===== config.mk =====
export PLATFORM = sky130hd
export DESIGN_NAME = comparator_8bit
export DESIGN_NICKNAME = d
export VERILOG_FILES = /design/src/rtl/comparator_8bit.sv
export SDC_FILE = /design/constraint.sdc
export NUM_CORES = 1
export LEC_CHECK = 0
export CORE_AREA = 3 3 40 42
export CTS_BUF_LIST = sky130_fd_sc_hd__clkbuf_16
export DETAILED_ROUTE_END_ITERATION = 10
export DIE_AREA = 0 0 43 45
export PLACE_DENSITY = 0.56
export SYNTH_ARGS = -nofsm -noshare
export SYNTH_HDL_FRONTEND = slang
export SYNTH_SLANG_ARGS = --single-unit
export TNS_END_PERCENT = 100

===== constraint.sdc =====
create_clock -name clk -period 2.6 [get_ports clk]
set_input_delay 0.39 -clock clk [delete_from_list [all_inputs] [get_ports clk]]
set_output_delay 0.39 -clock clk [all_outputs]
set_load 0.1 [all_outputs]

===== src/rtl/comparator_8bit.sv =====
// Registered 8-bit unsigned magnitude comparator built from two cascaded 4-bit stages.
// Optional macro COMPARATOR_8BIT_CASCADE_ONEHOT_EN forces one-hot tie outputs (priority e, l, g).
module comparator_8bit (
    input  logic clk,
    input  logic rst,
    input  logic a0,
    input  logic a1,
    input  logic a2,
    input  logic a3,
    input  logic a4,
    input  logic a5,
    input  logic a6,
    input  logic a7,
    input  logic b0,
    input  logic b1,
    input  logic b2,
    input  logic b3,
    input  logic b4,
    input  logic b5,
    input  logic b6,
    input  logic b7,
    input  logic l,
    input  logic e,
    input  logic g,
    output logic lt,
    output logic eq,
    output logic gt
);

    localparam int unsigned NIB_W = 4;
    localparam int unsigned DAT_W = 2 * NIB_W;
    localparam int unsigned RES_W = 3;

    // Result vectors are ordered {lt, eq, gt}.
    localparam logic [RES_W-1:0] RES_LT = 3'b100;
    localparam logic [RES_W-1:0] RES_EQ = 3'b010;
    localparam logic [RES_W-1:0] RES_GT = 3'b001;

    logic [DAT_W-1:0] a;
    logic [DAT_W-1:0] b;
    logic [RES_W-1:0] tie;
    logic [RES_W-1:0] lo_res;
    logic [RES_W-1:0] hi_res;

    assign a = {a7, a6, a5, a4, a3, a2, a1, a0};
    assign b = {b7, b6, b5, b4, b3, b2, b1, b0};

    function automatic logic [RES_W-1:0] nib_cmp(
        input logic [NIB_W-1:0] x,
        input logic [NIB_W-1:0] y,
        input logic [RES_W-1:0] casc
    );
        if (x > y) begin
            return RES_GT;
        end else if (x < y) begin
            return RES_LT;
        end else begin
            return casc;
        end
    endfunction

    // Cascade value used when both operands are fully equal.
    always_comb begin
        tie = {l, e, g};
`ifdef COMPARATOR_8BIT_CASCADE_ONEHOT_EN
        if (e) begin
            tie = RES_EQ;
        end else if (l) begin
            tie = RES_LT;
        end else if (g) begin
            tie = RES_GT;
        end else begin
            tie = RES_EQ;
        end
`endif
    end

    // Low nibble feeds the high nibble, which has the final say.
    always_comb begin
        lo_res = nib_cmp(a[NIB_W-1:0], b[NIB_W-1:0], tie);
        hi_res = nib_cmp(a[DAT_W-1:NIB_W], b[DAT_W-1:NIB_W], lo_res);
    end

    always_ff @(posedge clk) begin
        if (rst) begin
            {lt, eq, gt} <= '0;
        end else begin
            {lt, eq, gt} <= hi_res;
        end
    end

endmodule


Yosys cells after proc, flatten, opt, wreduce, memory -nomap -nowiden
Cells that the tools add are included.
Widths: inputs -> output; s select.
{"block": "op_classes", "order_cmp": 4, "muxes": 4, "n_reduce_logical": 2}
{"cell": "$mux 3", "count": 3}
{"cell": "$gt 4x4->1", "count": 2}
{"cell": "$lt 4x4->1", "count": 2}
{"cell": "$reduce_or 5->1", "count": 1}
{"cell": "$reduce_or 2->1", "count": 1}
{"cell": "$mux 1", "count": 1}
{"block": "totals", "elab_cells": 13, "out_inout_bits": 3, "regBits": 3, "inputBits": 21}

Logic depth before layout (Yosys ltp)
{"block": "depth", "ltp_word": 5, "ltp_mapped": 6, "depth_no_buf": 6}

Worst setup path after synthesis
No wires, ideal clock.
{"block": "synth_timing", "kind": "input port to flip-flop", "startpoint": "in b7", "endpoint": "reg gt", "required_time_ns": 2.484, "setup_slack_ns": 1.168, "setup_time_ns": 0.116, "path_stages": 5, "arrival_ns": 1.317, "n_path_buf": 0, "path_cell_list": "inv_1 ha_1 nand4_1 or3_1 and3_1"}
{"block": "synth_via", "elab_chain_len": 3, "elab_cells_between_ends": 4, "classes_between": "order compare (2); mux (2)"}
{"element": "start, declared", "line": "21", "text": "input logic b7,"}
{"element": "$lt 4x4->1", "line": "55", "text": "end else if (x < y) begin"}
{"element": "$mux 3", "line": "55"}
{"element": "$mux 1 *", "line": "53", "text": "if (x > y) begin"}
{"element": "end signal, assigned", "line": "88", "text": "{lt, eq, gt} <= hi_res;"}
{"element": "end, declared", "line": "27", "text": "output logic gt"}
Every way passes the cells marked *; elsewhere a longest branch is shown, timed or not.
A chain may end at the register's enable or synchronous reset.

Worst setup path in the final report
Ends and elaborated chain as after synthesis.

==> reports/metrics.cfg <==
[critical_path]
required_ns=2.71
end_kind=flop
cp_num_buf_inv=2
crit_chain=clkdlybuf4s50_1 -> inv_1 -> ha_1 -> nand4_1 -> or3_1 -> and3_1
crit_start=b7
critical_path_class=input pin to flop
slowest_delay_ns=0.45
critPathLaunchType=input pin
arrival_ns=1.85
cp_max_fo=4
slowest_stage=clkdlybuf4s50_1
path_delay_family=simple AND/OR/NAND/NOR gates

[place]
gp_congestion=0.6197
dpl_cell_area_um2=545.5
place_hpwl_um=589.9
io_buffers=23

[power]
power.leakage_nw=0.3020
max-vdd-ir-drop_mv=0.2009
p_per_area_nw_per_um2=610.1
finalPower_mw=0.3809

[synthesis]
syn_avg_cell_area_um2=8.001
synth.yosys.seq_area_share_pct=19.75
synthFlopType=dfxtp_1
netlist.area_leader.share_pct=32.92
async_flop_share_pct=0
synth_area_um2=304.0
synth_cell_types=15
synth-edff-count=0
synth_largest_area_cell=ha_1
yosysWarnings=0
syn_nets=67
yosysMostFrequentCell=inv_1
ys_ff_latch=3
netlist_instances=38
synth_commonest_cells=inv_1 (9), ha_1 (8), a21oi_1 (5)
synthTopCellsByArea=ha_1 (33%), dfxtp_1 (20%), inv_1 (11%)

[routing]
wl_per_cell_um=8.825
finalWirelength_um=706
ant_nets=0
drt_iter0_drc=0
vias=348
wl_met1_um=293
drc_errors=0
viasPerCell=4.350
met3_length_um=81
wl_met2_um=295
drt_pre_antenna_iters=1
dr.max_layer_used=met4

[status]
status=finished clean

[cells_and_area]
area_delta_synth_final_pct=105.3
antenna_cells=0
utilization_pct=48.59
fin_area_um2=624.3
nets=95
drive_above_1_share_pct=10.77

[hold_path]
hold_path_class=input pin to flop
hp-start=rst

[clock_network]
cts_setup_buffers=0
numCtsBuffers=3
cts_buffer_depth=2
clk_transition_reported_paths_ns=0.03
cts.sinks=3
cts-root-buf=clkbuf_16
ctsResizeCount=0
cts_tree=yes
cts.htree.levels=1
holdBufCountCts=0

[die]
io_pins=24
core_area_um2=1285
start_util_pct=23.66
die_w_um=43
die-height_um=45
row_count=13
fp.dieArea_um2=1935

[global_routing]
grt_start_max_net_pins=5
grt_pass1_wl_mm=1.035
grt_usage_pct=8.313
grt_pass1_vias=272
grt_antenna_before_repair=0
grt_overflow_total=0

[timing]
rsz0062_at_grt=false
max_freq_ghz=0.5747
min_period_ns=1.740
hold_viol_final=0
setup_tns_ns=0
timing.hold.ws_ns=0.7384
drv_slew=0
finalSetupViolations=0
tightest_slew_ns=0.2801
fin_crit_sh_pct=66.92
max-slew-margin-rel_pct=81.48

[run]
cap_violations=0

-- cell type report --
type | count | area (µm²)
tap | 15 | 18.77
sequential | 3 | 60.06
clock buffer | 3 | 75.07
timing repair buffer | 23 | 222.7
fill | 123 | 660.6
clock inverter | 1 | 3.754
multi-input combinational | 26 | 210.2
inverter | 9 | 33.78
-- flip-flops by register name, indices dropped and copies added, names as in the netlist --
register	flops
eq	1
lt	1
gt	1
-- per-stage QoR --
| step | cells | setup WS, ns |
|---|---|---|
| after floorplan | 38 | 1.168 |
| after global placement | 76 | 0.6598 |
| after detailed placement | 76 | 0.6450 |
| after CTS | 80 | 0.8589 |
| after global routing | 80 | 0.7869 |
| final | 80 | 0.8600 |
-- cell usage in the layout (no fill, tap or decap), types with 2 or more instances in the layout --
master,instances
a21oi_1,5
buf_4,3
clkbuf_16,3
clkdlybuf4s50_1,20
dfxtp_1,3
ha_1,8
inv_1,10
nand4_1,2
o211ai_1,2
-- worst paths after layout --
| check | slack [ns] | end | depth (start not counted) |
|---|---|---|---|
| hold / removal | 0.74 | lt$_SDFF_PP0_ | 2 |
| setup / recovery | 0.86 | gt$_SDFF_PP0_ | 6 |
-- where the power goes --
group	switching, mW	internal [mW]
registers	0.000684	0.0495
logic	0.0451	0.0448
clock network	0.0425	0.198
-- per-layer routing --
layer  vias up  track usage, %
met5         -               0
met4         0           10.84
met3         5           4.781
met2        17           10.78
met1       136           8.153
li1        190               -
-- cell families (layout without fill, tap and decap cells) --
group	count (synthesis)	in the layout	synth area share, %
flip-flops	3	3	19.75
AND/OR/NAND/NOR	9	9	18.93
buffers and inverters	9	36	11.11
adder cells (fa/ha/maj)	8	8	32.92
AO/OA/AOI/OAI	9	9	17.28
Power figures use the tool's default switching activity.
